$ cat config.mk
export PLATFORM = sky130hd
export DESIGN_NAME = nonce_search_flat
export DESIGN_NICKNAME = d
export VERILOG_FILES = /design/src/rtl/nonce_search_if.sv /design/src/rtl/nonce_search.sv /design/src/flat_wrapper.sv
export SDC_FILE = /design/constraint.sdc
export NUM_CORES = 1
export LEC_CHECK = 0
export ABC_AREA = 1
export CAP_MARGIN = 20
export CORE_ASPECT_RATIO = 0.75
export CORE_MARGIN = 2
export CORE_UTILIZATION = 28
export CTS_BUF_LIST = sky130_fd_sc_hd__clkbuf_8 sky130_fd_sc_hd__clkbuf_16
export DETAILED_ROUTE_END_ITERATION = 8
export DONT_BUFFER_PORTS = 1
export GPL_TIMING_DRIVEN = 0
export HOLD_SLACK_MARGIN = 0.02
export PLACE_DENSITY_LB_ADDON = 0.15
export SYNTH_ARGS = -nofsm -noshare
export SYNTH_HDL_FRONTEND = slang
export SYNTH_SLANG_ARGS = --single-unit
$ cat constraint.sdc
create_clock -name i_clk -period 4.4 [get_ports i_clk]
set_input_delay 0.22 -clock i_clk [delete_from_list [all_inputs] [get_ports i_clk]]
set_output_delay 0.22 -clock i_clk [all_outputs]
set_load 0.005 [all_outputs]
$ cat src/rtl/nonce_search_if.sv
// Request/result bundle for the nonce_search engine.
// i_block[n] carries header byte n (block0..11); o_nonce[n] carries result byte n (nonce0 = LSB).
interface nonce_search_if;
    logic             i_start;
    logic [11:0][7:0] i_block;
    logic [15:0]      i_target;
    logic             o_finish;
    logic             o_found;
    logic [3:0][7:0]  o_nonce;

    modport master (output i_start, i_block, i_target,
                    input  o_finish, o_found, o_nonce);
    modport slave  (input  i_start, i_block, i_target,
                    output o_finish, o_found, o_nonce);
endinterface

$ cat src/rtl/nonce_search.sv
// Proof-of-work search: walks a 32-bit nonce from zero, one 16-round byte hash per
// nonce (17 cycles each), stopping on the first digest strictly below the target.
module nonce_search #(
    parameter logic [31:0] MAX_NONCE = 32'hFFFF_FFFF
) (
    input  logic           i_clk,
    input  logic           i_reset,
    nonce_search_if.slave  bus
);
    localparam int unsigned BYTE_W    = 8;
    localparam int unsigned ROUND_W   = 4;
    localparam int unsigned NONCE_W   = 32;
    localparam int unsigned DIG_W     = 16;
    localparam int unsigned BLK_BYTES = 12;
    localparam int unsigned WORDS     = 16;

    localparam logic [BYTE_W-1:0]  A_INIT     = 8'h01;
    localparam logic [BYTE_W-1:0]  B_INIT     = 8'h89;
    localparam logic [BYTE_W-1:0]  C_INIT     = 8'hFE;
    localparam logic [ROUND_W-1:0] LAST_ROUND = 4'd15;

    typedef enum logic [1:0] {S_IDLE, S_HASH, S_CMP, S_DONE} state_t;

    state_t                               r_state, w_state;
    logic [BLK_BYTES-1:0][BYTE_W-1:0]     r_blk, w_blk;
    logic [DIG_W-1:0]                     r_target, w_target;
    logic [NONCE_W-1:0]                   r_nonce, w_nonce;
    logic [ROUND_W-1:0]                   r_round, w_round;
    logic [BYTE_W-1:0]                    r_a, r_b, r_c, w_a, w_b, w_c;
    logic                                 r_finish, w_finish;
    logic                                 r_found, w_found;
    logic [NONCE_W-1:0]                   r_nonce_out, w_nonce_out;

    // Message schedule: words 0..11 are the header, 12..15 the nonce bytes LSB first.
    logic [WORDS-1:0][BYTE_W-1:0]         w_words;
    logic [BYTE_W-1:0]                    w_k;
    logic [DIG_W-1:0]                     w_digest;

    assign w_words  = {r_nonce, r_blk};
    assign w_k      = w_words[r_round];
    assign w_digest = {r_b, r_c};

    always_ff @(posedge i_clk) begin
        if (i_reset) begin
            r_state     <= S_IDLE;
            r_blk       <= '0;
            r_target    <= '0;
            r_nonce     <= '0;
            r_round     <= '0;
            r_a         <= '0;
            r_b         <= '0;
            r_c         <= '0;
            r_finish    <= 1'b0;
            r_found     <= 1'b0;
            r_nonce_out <= '0;
        end else begin
            r_state     <= w_state;
            r_blk       <= w_blk;
            r_target    <= w_target;
            r_nonce     <= w_nonce;
            r_round     <= w_round;
            r_a         <= w_a;
            r_b         <= w_b;
            r_c         <= w_c;
            r_finish    <= w_finish;
            r_found     <= w_found;
            r_nonce_out <= w_nonce_out;
        end
    end

    always_comb begin
        w_state     = r_state;
        w_blk       = r_blk;
        w_target    = r_target;
        w_nonce     = r_nonce;
        w_round     = r_round;
        w_a         = r_a;
        w_b         = r_b;
        w_c         = r_c;
        w_found     = r_found;
        w_nonce_out = r_nonce_out;
        // finish rises the cycle after DONE is entered and drops with start
        w_finish    = (r_state == S_DONE) && bus.i_start;

        case (r_state)
            S_IDLE: begin
                if (bus.i_start) begin
                    w_blk    = bus.i_block;
                    w_target = bus.i_target;
                    w_nonce  = '0;
                    w_a      = A_INIT;
                    w_b      = B_INIT;
                    w_c      = C_INIT;
                    w_round  = '0;
                    w_state  = S_HASH;
                end
            end
            S_HASH: begin
                if (!bus.i_start) begin
                    w_state = S_IDLE;
                end else begin
                    w_a     = r_b;
                    w_b     = r_c ^ w_k;
                    w_c     = r_a + r_b + {w_k[4:0], w_k[7:5]};
                    w_round = r_round + ROUND_W'(1);
                    if (r_round == LAST_ROUND) w_state = S_CMP;
                end
            end
            S_CMP: begin
                if (!bus.i_start) begin
                    w_state = S_IDLE;
                end else if (w_digest < r_target) begin
                    w_found     = 1'b1;
                    w_nonce_out = r_nonce;
                    w_state     = S_DONE;
                end else if (r_nonce == MAX_NONCE) begin
                    w_found     = 1'b0;
                    w_nonce_out = r_nonce;
                    w_state     = S_DONE;
                end else begin
                    w_nonce = r_nonce + NONCE_W'(1);
                    w_a     = A_INIT;
                    w_b     = B_INIT;
                    w_c     = C_INIT;
                    w_round = '0;
                    w_state = S_HASH;
                end
            end
            S_DONE: begin
                if (!bus.i_start) begin
                    w_found = 1'b0;
                    w_state = S_IDLE;
                end
            end
            default: w_state = S_IDLE;
        endcase
    end

    assign bus.o_finish = r_finish;
    assign bus.o_found  = r_found;
    assign bus.o_nonce  = r_nonce_out;
endmodule

$ cat src/flat_wrapper.sv
// flat-port wrapper written by rule: the top's interface ports become plain ports
module nonce_search_flat 
#(
    parameter logic [31:0] MAX_NONCE = 32'hFFFF_FFFF
)
  (i_clk, i_reset, bus_i_start, bus_i_block, bus_i_target, bus_o_finish, bus_o_found, bus_o_nonce);
  nonce_search_if bus_i ();
  input  logic i_clk;
  input  logic i_reset;
  input wire logic [$bits(bus_i.i_start)-1:0] bus_i_start;
  input wire logic [$bits(bus_i.i_block)-1:0] bus_i_block;
  input wire logic [$bits(bus_i.i_target)-1:0] bus_i_target;
  output wire logic [$bits(bus_i.o_finish)-1:0] bus_o_finish;
  output wire logic [$bits(bus_i.o_found)-1:0] bus_o_found;
  output wire logic [$bits(bus_i.o_nonce)-1:0] bus_o_nonce;
  assign bus_i.i_start = bus_i_start;
  assign bus_i.i_block = bus_i_block;
  assign bus_i.i_target = bus_i_target;
  assign bus_o_finish = bus_i.o_finish;
  assign bus_o_found = bus_i.o_found;
  assign bus_o_nonce = bus_i.o_nonce;
  nonce_search #(.MAX_NONCE(MAX_NONCE)) u_core (.i_clk(i_clk), .i_reset(i_reset), .bus(bus_i));
endmodule
==> impl_metrics.py, run 1 <==
metrics = {
    "synth": {
        "synth_seq_cells": 208,
        "ys_types": 34,
        "synth_top_area_cell": "dfxtp_1",
        "async_reset_ff_frac": 0,
        "synth_nets": 1769,
        "yosysSeqAreaShare": 0.387,
        "synthCells": 1623,
        "synth_flop_cell": "dfxtp_1",
        "synthTopCellsByCount": "nor2_1, nand2_1, dfxtp_1",
        "yosysWarnings": 0,
        "synthTopCellsByArea": "dfxtp_1, nor2_1, nand2_1, o21ai_0, nand3_1",
        "synth-edff-count": 0,
        "netlist_area_um2": 10800,
        "yosysMostFrequentCell": "nor2_1",
        "syn_avg_cell_area_um2": 6.63,
        "yosysTopAreaCellShare": 0.387,
    },
    "final_layout": {
        "drive_above_1_share": 0.0646,
        "final_cells": 2293,
        "utilization": 0.352,
        "syn2layout_area_growth_pct": 24.7,
        "final_nets": 1908,
    },
    "power": {
        "ir_worst_vdd_v": 0.000232,
        "leakage_nw": 5.24,
        "power_density_nw_per_um2": 375,
    },
    "placed_design": {
        "place_congestion": 0.909,
        "dp_slack_ps": 589,
        "numPortBuffers": 0,
        "hpwl_um": 31500,
        "place_inst": 2135,
    },
    "floorplan": {
        "io_pins": 149,
        "die_area_um2": 40000,
        "start_util": 0.282,
        "rows": 62,
        "die_w_um": 230,
        "core_um2": 38100,
        "die_h_um": 174,
    },
    "sta": {
        "finalWorstSetupSlack_ps": 492,
        "worst_pin_slew_ps": 1080,
        "hold_slack_ps": 223,
        "setup_viol": 0,
        "rsz0062_at_grt": "false",
        "slew_headroom": 0.282,
        "final_hold_viol_count": 0,
        "timing_max_transition_violations_final": 0,
        "max_freq_mhz": 256,
        "fin_setup_tns_ps": 0,
        "skew_ps": 19.2,
        "finalCritPeriodShare": 0.888,
        "finalCriticalPeriod_ps": 3910,
    },
    "clock_tree": {
        "cts_buffers": 25,
        "clkLatencyLatePin_ps": 550,
        "cts-root-buf": "clkbuf_16",
        "cts_tree": "done",
        "post_cts_buffers": 0,
        "clk_pin_slew_ps": 70,
        "clock_path_buffers": 3,
        "htreeDepth": 1,
        "cts.sinks": 208,
    },
    "routing": {
        "drt_iter0_markers": 847,
        "routed_wl_um": 41400,
        "drc": 0,
        "drtPass1Iterations": 6,
        "vias_per_cell": 4.87,
        "wl_per_cell_um": 18.1,
        "vias": 11200,
        "drtAntennaViolNets": 0,
    },
    "setup_path": {
        "endpoint_kind": "register",
        "crit_slowest_cell": "clkbuf_1",
        "worst-setup-path-type": "reg -> reg",
        "path_cells": "buf_2 > inv_2 > clkbuf_1 > o21ai_0 > nand3_1 > nand3_1 > nand2_1 > fa_1 > ha_1 > fa_1 > nand4_1 > nand3_1 > nand2_1 > nand2_1 > inv_1 > nand3_1 > nand3_1 > nand2_1 > nor2_1",
        "crit_buf_inv": 4,
        "slowest_delay_ps": 540,
        "cpMostUsedCell": "nand3_1",
        "crit_fanout": 10,
        "cp_data_arrival_time_ps": 4390,
        "crit_path_start_kind": "register",
        "critPathRequiredTime_ps": 4880,
        "cp_top_family": "simple AND/OR/NAND/NOR gates",
    },
    "run": {
        "drv_cap": 0,
    },
    "outcome": {
        "status": "finished clean",
    },
    "global_routing": {
        "antenna_found_initial": 1,
        "grt_max_degree": 13,
        "grt_pass1_vias": 10900,
        "grt_pass1_wl_um": 63900,
        "grt_usage": 0.206,
        "grt_overflow": 0,
    },
    "hold_path": {
        "hold_path.class": "in -> reg",
    },
}
==> cell type report <==
class                   instances  area [um2]
clock inverters                13         166
clock buffers                  32         722
repair buffers                112        1120
multi-input cells            1216        5750
well taps                     512         641
flip-flops and latches        208        4160
diodes                          1        2.50
inverters                     104         390
fillers                      4187       24700
plain buffers                  95         458
==> worst paths after layout <==
check | slack (ps) | from | endpoint | cells after the start
max | 490 | u_core.r_round[0] | u_core.r_c[7] | 19
min | 220 | bus_i_start | u_core.r_round[1] | 4
max reg2reg | 490 | u_core.r_round[0] | u_core.r_c[7] | 19
min reg2reg | 460 | u_core.r_blk[44] | u_core.r_blk[44] | 2
==> cell usage in the layout (no fill, tap or decap), drive strengths merged, types with 23 or more instances in the layout <==
| master | netlist | layout |
|---|---|---|
| dfxtp | 208 | 208 |
| inv | 102 | 107 |
| nand2 | 298 | 298 |
| clkbuf | 51 | 83 |
| o21ai | 175 | 175 |
| buf | 44 | 44 |
| a21oi | 108 | 108 |
| nand3 | 128 | 128 |
| dlygate4sd3 | 0 | 112 |
| ha | 23 | 23 |
| nor2 | 411 | 411 |
==> per-stage QoR <==
stage	power, mW	area [um2]
6_report	5.02	13400
5_1_grt	5.26	13400
4_1_cts	5.07	13400
3_5_place_dp	2.72	11400
3_3_place_gp	2.71	11400
2_1_floorplan	2.51	10800
==> metal layers <==
layer / wire, um / global-route usage
met3: 2900 / 0.0447
met5: 13 / 0
met4: 845 / 0.0444
met2: 17500 / 0.312
met1: 20200 / 0.299
==> logic make-up (layout without fill, tap and decap cells) <==
family / after synthesis / count (layout) / synth area share
buffers and inverters: 199 / 356 / 0.0788
xor gates and xnor gates: 17 / 17 / 0.0138
DFF: 208 / 208 / 0.387
and+or+nand+nor: 865 / 865 / 0.333
AOI/OAI and AO/OA: 303 / 303 / 0.146
other: 0 / 1 / 0
adders and majority gates: 31 / 31 / 0.0416
==> worst reg2reg max path: stages, from the launching register on <==
cell and delay, ps:
dfxtp_1 320, buf_2 160, inv_2 150, clkbuf_1 540
o21ai_0 280, nand3_1 140, nand3_1 160, nand2_1 180
fa_1 440, ha_1 240, fa_1 440, nand4_1 160
nand3_1 90, nand2_1 60, nand2_1 70, inv_1 60
nand3_1 70, nand3_1 80, nand2_1 100, nor2_1 110
==> sequential cells by signal, summed over array words and instances (netlist names) <==
| name | count |
|---|---|
| u_core.r_blk | 96 |
| u_core.bus.o_nonce | 32 |
| u_core.r_nonce | 32 |
| u_core.r_target | 16 |
| u_core.r_a | 8 |
| u_core.r_b | 8 |
| u_core.r_c | 8 |
| u_core.r_round | 4 |
| u_core.r_state | 2 |
| u_core.bus.o_finish | 1 |
| u_core.bus.o_found | 1 |
==> repair_timing <==
| item | 4_1_cts | 5_1_grt |
|---|---|---|
| hold endpoints to repair | 112 | 0 |
| resized for setup | 0 | 0 |
| hold buffers | 112 | 0 |
==> power breakdown <==
| part | internal (mW) | switching (mW) |
|---|---|---|
| clock network | 1.38 | 0.872 |
| registers | 1.99 | 0.0738 |
| logic | 0.263 | 0.437 |
| total | 3.64 | 1.38 |
Note: power is estimated with default switching activity, not from simulation.
==> run 2: changes to the inputs <==
--- a/config.mk
+++ b/config.mk
@@ -7,6 +7,8 @@
 export LEC_CHECK = 0
 export ABC_AREA = 1
 export CAP_MARGIN = 20
+export CELL_PAD_IN_SITES_DETAIL_PLACEMENT = 1
+export CELL_PAD_IN_SITES_GLOBAL_PLACEMENT = 2
 export CORE_ASPECT_RATIO = 0.75
 export CORE_MARGIN = 2
 export CORE_UTILIZATION = 28
==> run 2 against run 1 <==
Via count up 0.25%; critical path type unchanged; die area did not move; critical endpoint is now u_core.r_c[6]; design area hardly changed; highest routed layer is now met4; sequential share of layout area about the same; first-iteration DRC count shrank 12%.
==> impl_metrics.py, run 2 (synthesis results as in run 1) <==
metrics = {
    "global_routing": {
        "grt_overflow": 0,
        "grt_pass1_vias": 11100,
        "antenna_found_initial": 1,
        "grt_max_degree": 13,
        "grt_usage": 0.232,
        "grt_pass1_wl_um": 70400,
    },
    "floorplan": {
        "start_util": 0.282,
        "io_pins": 149,
        "rows": 62,
        "die_h_um": 174,
        "die_w_um": 230,
        "core_um2": 38100,
        "die_area_um2": 40000,
    },
    "setup_path": {
        "cp_data_arrival_time_ps": 4450,
        "worst-setup-path-type": "reg -> reg",
        "crit_path_start_kind": "register",
        "rrSetupSlack_ps": 360,
        "crit_fanout": 10,
        "path_cells": "buf_2 > buf_2 > nor2_1 > o21ai_1 > o211ai_1 > nand3_1 > nand2_1 > fa_1 > ha_1 > a21oi_1 > nand2_1 > nand2_1 > nand2_1 > a21oi_1 > nor2_1 > o21ai_0 > a21oi_1",
        "critPathRequiredTime_ps": 4810,
        "crit_slowest_cell": "fa_1",
        "slowest_delay_ps": 470,
        "path_depth": 17,
        "cpMostUsedCell": "nand2_1",
        "crit_buf_inv": 2,
        "cp_top_family": "compound AO/OA/AOI/OAI gates",
        "startpoint": "u_core.r_round[1]",
        "endpoint_kind": "register",
        "cp-endpoint": "u_core.r_c[6]",
        "timing.rr.end": "u_core.r_c[6]",
        "r2r_start": "u_core.r_round[1]",
        "worstRegToRegCells": 17,
    },
    "sta": {
        "hold_slack_ps": 286,
        "skew_ps": 10.8,
        "worst_pin_slew_ps": 947,
        "slew_headroom": 0.369,
        "timing_max_transition_violations_final": 0,
        "setup_viol": 0,
        "final_hold_viol_count": 0,
        "finalWorstSetupSlack_ps": 357,
        "finalCritPeriodShare": 0.919,
        "fin_setup_tns_ps": 0,
        "rsz0062_at_grt": "false",
        "max_freq_mhz": 247,
        "finalCriticalPeriod_ps": 4040,
    },
    "final_layout": {
        "drive_above_1_share": 0.0641,
        "final_cell_mix": "nor2_1, nand2_1, dfxtp_1",
        "utilization": 0.352,
        "final_nets": 1908,
        "design_area_um2": 13400,
        "syn2layout_area_growth_pct": 24.8,
        "largest_register_ffs": 96,
        "largest_register": "u_core.r_blk",
        "final_common_cell": "nor2_1",
        "fillerInstances": 4852,
        "final_cells": 2291,
        "diodes": 0,
    },
    "placed_design": {
        "dpl_cell_area_um2": 11400,
        "place_congestion": 0.889,
        "place_inst": 2135,
        "hpwl_um": 35500,
        "dp_slack_ps": 103,
        "numPortBuffers": 0,
    },
    "routing": {
        "drtPass1Iterations": 5,
        "wl_per_cell_um": 20.4,
        "drc": 0,
        "vias": 11200,
        "vias_per_cell": 4.88,
        "drtAntennaViolNets": 0,
        "drt_iter0_markers": 745,
        "routed_wl_um": 46700,
    },
    "clock_tree": {
        "cts-root-buf": "clkbuf_16",
        "htreeDepth": 1,
        "clkLatencyLatePin_ps": 540,
        "cts_tree": "done",
        "post_cts_buffers": 0,
        "cts_buffers": 25,
        "clk_pin_slew_ps": 60,
        "clock_path_buffers": 3,
        "cts.sinks": 208,
    },
    "power": {
        "power_mw": 5.11,
        "p_int_mw": 3.69,
        "power_frac_seq": 0.404,
        "power_density_nw_per_um2": 381,
        "p_sw_mw": 1.42,
        "leakage_nw": 5.25,
        "pwr-share-clk": 0.451,
        "combPwrFrac": 0.145,
        "power_switching_share": 0.278,
        "ir_worst_vdd_v": 0.000239,
    },
    "outcome": {
        "status": "finished clean",
    },
    "hold_path": {
        "holdCritStartpoint": "bus_i_start",
        "hold_path.class": "in -> reg",
    },
    "run": {
        "drv_cap": 0,
    },
}
run 2: power by group through the flow:
| stage | sequential (mW) | clock (mW) | combinational, mW |
|---|---|---|---|
| 2_1_floorplan | 2.08 | 0 | 0.437 |
| 3_3_place_gp | 2.10 | 0 | 0.640 |
| 3_5_place_dp | 2.10 | 0 | 0.650 |
| 4_1_cts | 2.06 | 2.37 | 0.737 |
| 5_1_grt | 2.08 | 2.45 | 0.832 |
| 6_report | 2.07 | 2.31 | 0.740 |
run 2: routing by layer:
layer	wire length, um	global-route usage
met1	24600	0.358
met2	19100	0.337
met3	2320	0.0408
met4	702	0.0390
met5	0	0
run 2: how the worst min path moves through the flow:
stage               cells after the start                to  slack [ps]
global placement                        2  u_core.r_blk[31]         390
detailed placement                      2  u_core.r_blk[15]         400
global route                            4     u_core.r_a[3]         280
floorplan                               2   u_core.r_blk[0]         390
finish                                  4     u_core.r_a[4]         290
CTS                                     4     u_core.r_a[4]         260
run 2: what timing repair did:
| item | 4_1_cts | 5_1_grt |
|---|---|---|
| gates resized for setup | 0 | 3 |
| hold buffers | 112 | 0 |
| hold endpoints to repair | 112 | 0 |
| setup endpoints to repair | 0 | 2 |
run 2: worst min-delay path: cells and delay by family:
kind	cells	cell delay [ps]
simple gates	2	260
compound gates	1	100
buf+inv	1	190
run 2: final cells by class:
cell class | count | area, um2 | area share
multi-input cells | 1216 | 5750 | 0.428
inverters | 104 | 390 | 0.0291
well taps | 512 | 641 | 0.0477
repair buffers | 112 | 1120 | 0.0835
plain buffers | 95 | 459 | 0.0342
clock buffers | 32 | 722 | 0.0538
flip-flops and latches | 208 | 4160 | 0.310
clock inverters | 12 | 179 | 0.0133
==> run 3: changes to the inputs <==
--- a/config.mk
+++ b/config.mk
@@ -7,8 +7,8 @@
 export LEC_CHECK = 0
 export ABC_AREA = 1
 export CAP_MARGIN = 20
-export CELL_PAD_IN_SITES_DETAIL_PLACEMENT = 1
-export CELL_PAD_IN_SITES_GLOBAL_PLACEMENT = 2
+export CELL_PAD_IN_SITES_DETAIL_PLACEMENT = 0
+export CELL_PAD_IN_SITES_GLOBAL_PLACEMENT = 1
 export CORE_ASPECT_RATIO = 0.75
 export CORE_MARGIN = 2
 export CORE_UTILIZATION = 28
==> run 3 against run 2 <==
Die area unchanged; sequential cell count unchanged; non-clock buffer count is 1 higher; sequential share of layout area fell by 0.21 points; critical endpoint unchanged; largest power group unchanged.
==> impl_metrics.py, run 3 (synthesis results as in run 1) <==
metrics = {
    "outcome": {
        "status": "finished clean",
    },
    "routing": {
        "drtPass1Iterations": 5,
        "drc": 0,
        "wl_per_cell_um": 18.7,
        "vias_per_cell": 4.79,
        "routed_wl_um": 42900,
        "drtAntennaViolNets": 0,
        "drt_iter0_markers": 929,
        "vias": 11000,
    },
    "floorplan": {
        "die_area_um2": 40000,
        "rows": 62,
        "die_w_um": 230,
        "core_um2": 38100,
        "start_util": 0.282,
        "die_h_um": 174,
        "io_pins": 149,
    },
    "clock_tree": {
        "cts-root-buf": "clkbuf_16",
        "cts_buffers": 26,
        "cts.sinks": 208,
        "htreeDepth": 1,
        "clock_path_buffers": 3,
        "cts_tree": "done",
        "clk_pin_slew_ps": 60,
        "clkLatencyLatePin_ps": 540,
    },
    "global_routing": {
        "grt_usage": 0.215,
        "grt_pass1_vias": 10700,
        "grt_max_degree": 13,
        "antenna_found_initial": 1,
        "grt_pass1_wl_um": 65700,
        "grt_overflow": 0,
    },
    "placed_design": {
        "place_congestion": 0.923,
        "place_inst": 2135,
        "hpwl_um": 32800,
        "numPortBuffers": 0,
        "dp_slack_ps": 250,
    },
    "setup_path": {
        "cpMostUsedCell": "nand2_1",
        "endpoint_kind": "register",
        "worst-setup-path-type": "reg -> reg",
        "timing.rr.end": "u_core.r_c[6]",
        "r2r_start": "u_core.r_round[0]",
        "cp_data_arrival_time_ps": 4450,
        "crit_slowest_cell": "clkbuf_1",
        "crit_path_start_kind": "register",
        "rrSetupSlack_ps": 370,
        "worstRegToRegCells": 17,
        "path_cells": "buf_2 > inv_2 > clkbuf_1 > o21ai_1 > o211ai_1 > nand3_1 > nand2_1 > fa_1 > ha_1 > a21oi_1 > nand2_1 > nand2_1 > nand2_1 > a21oi_1 > nor2_1 > o21ai_0 > a21oi_1",
        "slowest_delay_ps": 580,
        "crit_fanout": 10,
        "critPathRequiredTime_ps": 4820,
    },
    "sta": {
        "timing_max_transition_violations_final": 0,
        "rsz0062_at_grt": "false",
        "fin_setup_tns_ps": 0,
        "final_hold_viol_count": 0,
        "slew_headroom": 0.327,
        "finalCritPeriodShare": 0.915,
        "finalCriticalPeriod_ps": 4030,
        "max_freq_mhz": 248,
        "hold_slack_ps": 156,
        "skew_ps": 11.4,
        "setup_viol": 0,
        "worst_pin_slew_ps": 1010,
        "finalWorstSetupSlack_ps": 373,
    },
    "power": {
        "combPwrFrac": 0.138,
        "power_frac_seq": 0.395,
        "power_switching_share": 0.269,
        "p_int_mw": 3.81,
        "power_density_nw_per_um2": 386,
        "leakage_nw": 5.29,
        "ir_worst_vdd_v": 0.000256,
        "p_sw_mw": 1.40,
        "pwr-share-clk": 0.467,
    },
    "hold_path": {
        "holdCritStartpoint": "bus_i_start",
        "hold_path.class": "in -> reg",
        "whs_path_depth": 4,
        "holdPathEnd": "u_core.r_a[4]",
    },
    "final_layout": {
        "drive_above_1_share": 0.0667,
        "seqCellArea_um2": 4160,
        "final_nets": 1910,
        "utilization": 0.355,
        "largest_register": "u_core.r_blk",
        "final_common_cell": "nor2_1",
        "fillerInstances": 4201,
        "diodes": 0,
        "multi_input_area_um2": 5750,
        "final_cell_mix": "nor2_1, nand2_1, dfxtp_1",
        "largest_register_ffs": 96,
        "syn2layout_area_growth_pct": 25.6,
        "final_cells": 2295,
    },
    "run": {
        "drv_cap": 0,
    },
}
-- run 3: cell count changes in the layout (fill, tap and decap cells not counted) --
cell        delta
clkbuf_1       +1
inv_1          -2
clkinv_2       +2
clkbuf_2       -1
buf_8          +1
clkbuf_16      +2
clkbuf_8       -1
bufinv_16      +1
clkinvlp_4     +1
-- run 3: power by group through the flow --
stage / logic [mW] / clock network [mW] / registers [mW]
final: 0.719 / 2.43 / 2.06
after detailed placement: 0.633 / 0 / 2.10
after floorplan: 0.437 / 0 / 2.08
after CTS: 0.718 / 2.49 / 2.06
after global routing: 0.816 / 2.58 / 2.07
after global placement: 0.628 / 0 / 2.10
-- run 3: timing repair --
action | in CTS | in global routing
setup endpoints to repair | 0 | 1
endpoints found under the hold margin | 112 | 0
buffers inserted | 0 | 0
hold buffers | 112 | 0
resized for setup | 0 | 1
-- run 3: through the flow --
stage          total power, mW  instance area [um2]
6_report                  5.22                13500
5_1_grt                   5.47                13500
4_1_cts                   5.27                13500
3_5_place_dp              2.74                11400
3_3_place_gp              2.73                11400
2_1_floorplan             2.51                10800
-- run 3: layout make-up --
cell class | count | area share
tap | 512 | 0.0474
clock inverter | 14 | 0.0162
timing repair buffer | 113 | 0.0841
multi-input combinational | 1216 | 0.425
sequential | 208 | 0.308
clock buffer | 33 | 0.0561
buffer | 95 | 0.0339
inverter | 104 | 0.0289
-- run 3: worst max-delay path by stage --
stage,endpoint,startpoint,cells after the start,slack (ps)
2_1_floorplan,u_core.r_c[7],u_core.r_round[0],20,1510
3_3_place_gp,u_core.r_c[6],u_core.r_round[0],17,210
3_5_place_dp,u_core.r_c[6],u_core.r_round[0],17,250
4_1_cts,u_core.r_c[6],u_core.r_round[0],17,250
5_1_grt,u_core.r_c[7],u_core.r_round[0],20,10
6_report,u_core.r_c[6],u_core.r_round[0],17,370
-- run 3: per-layer routing --
layer / vias to the layer above / GRT usage / share of wire
met2: 284 / 0.322 / 0.42
li1: 5542 / - / -
met4: 0 / 0.0368 / 0.015
met3: 44 / 0.0467 / 0.062
met5: - / 0 / 0
met1: 5134 / 0.319 / 0.50
-- run 3: critical path: cells and delay by family (launching register included) --
family | cells | cell delay (ps)
AO/OA/AOI/OAI | 6 | 1190
adder cells (fa/ha/maj) | 2 | 810
buffers and inverters | 3 | 900
flip-flops | 1 | 340
AND/OR/NAND/NOR | 6 | 660
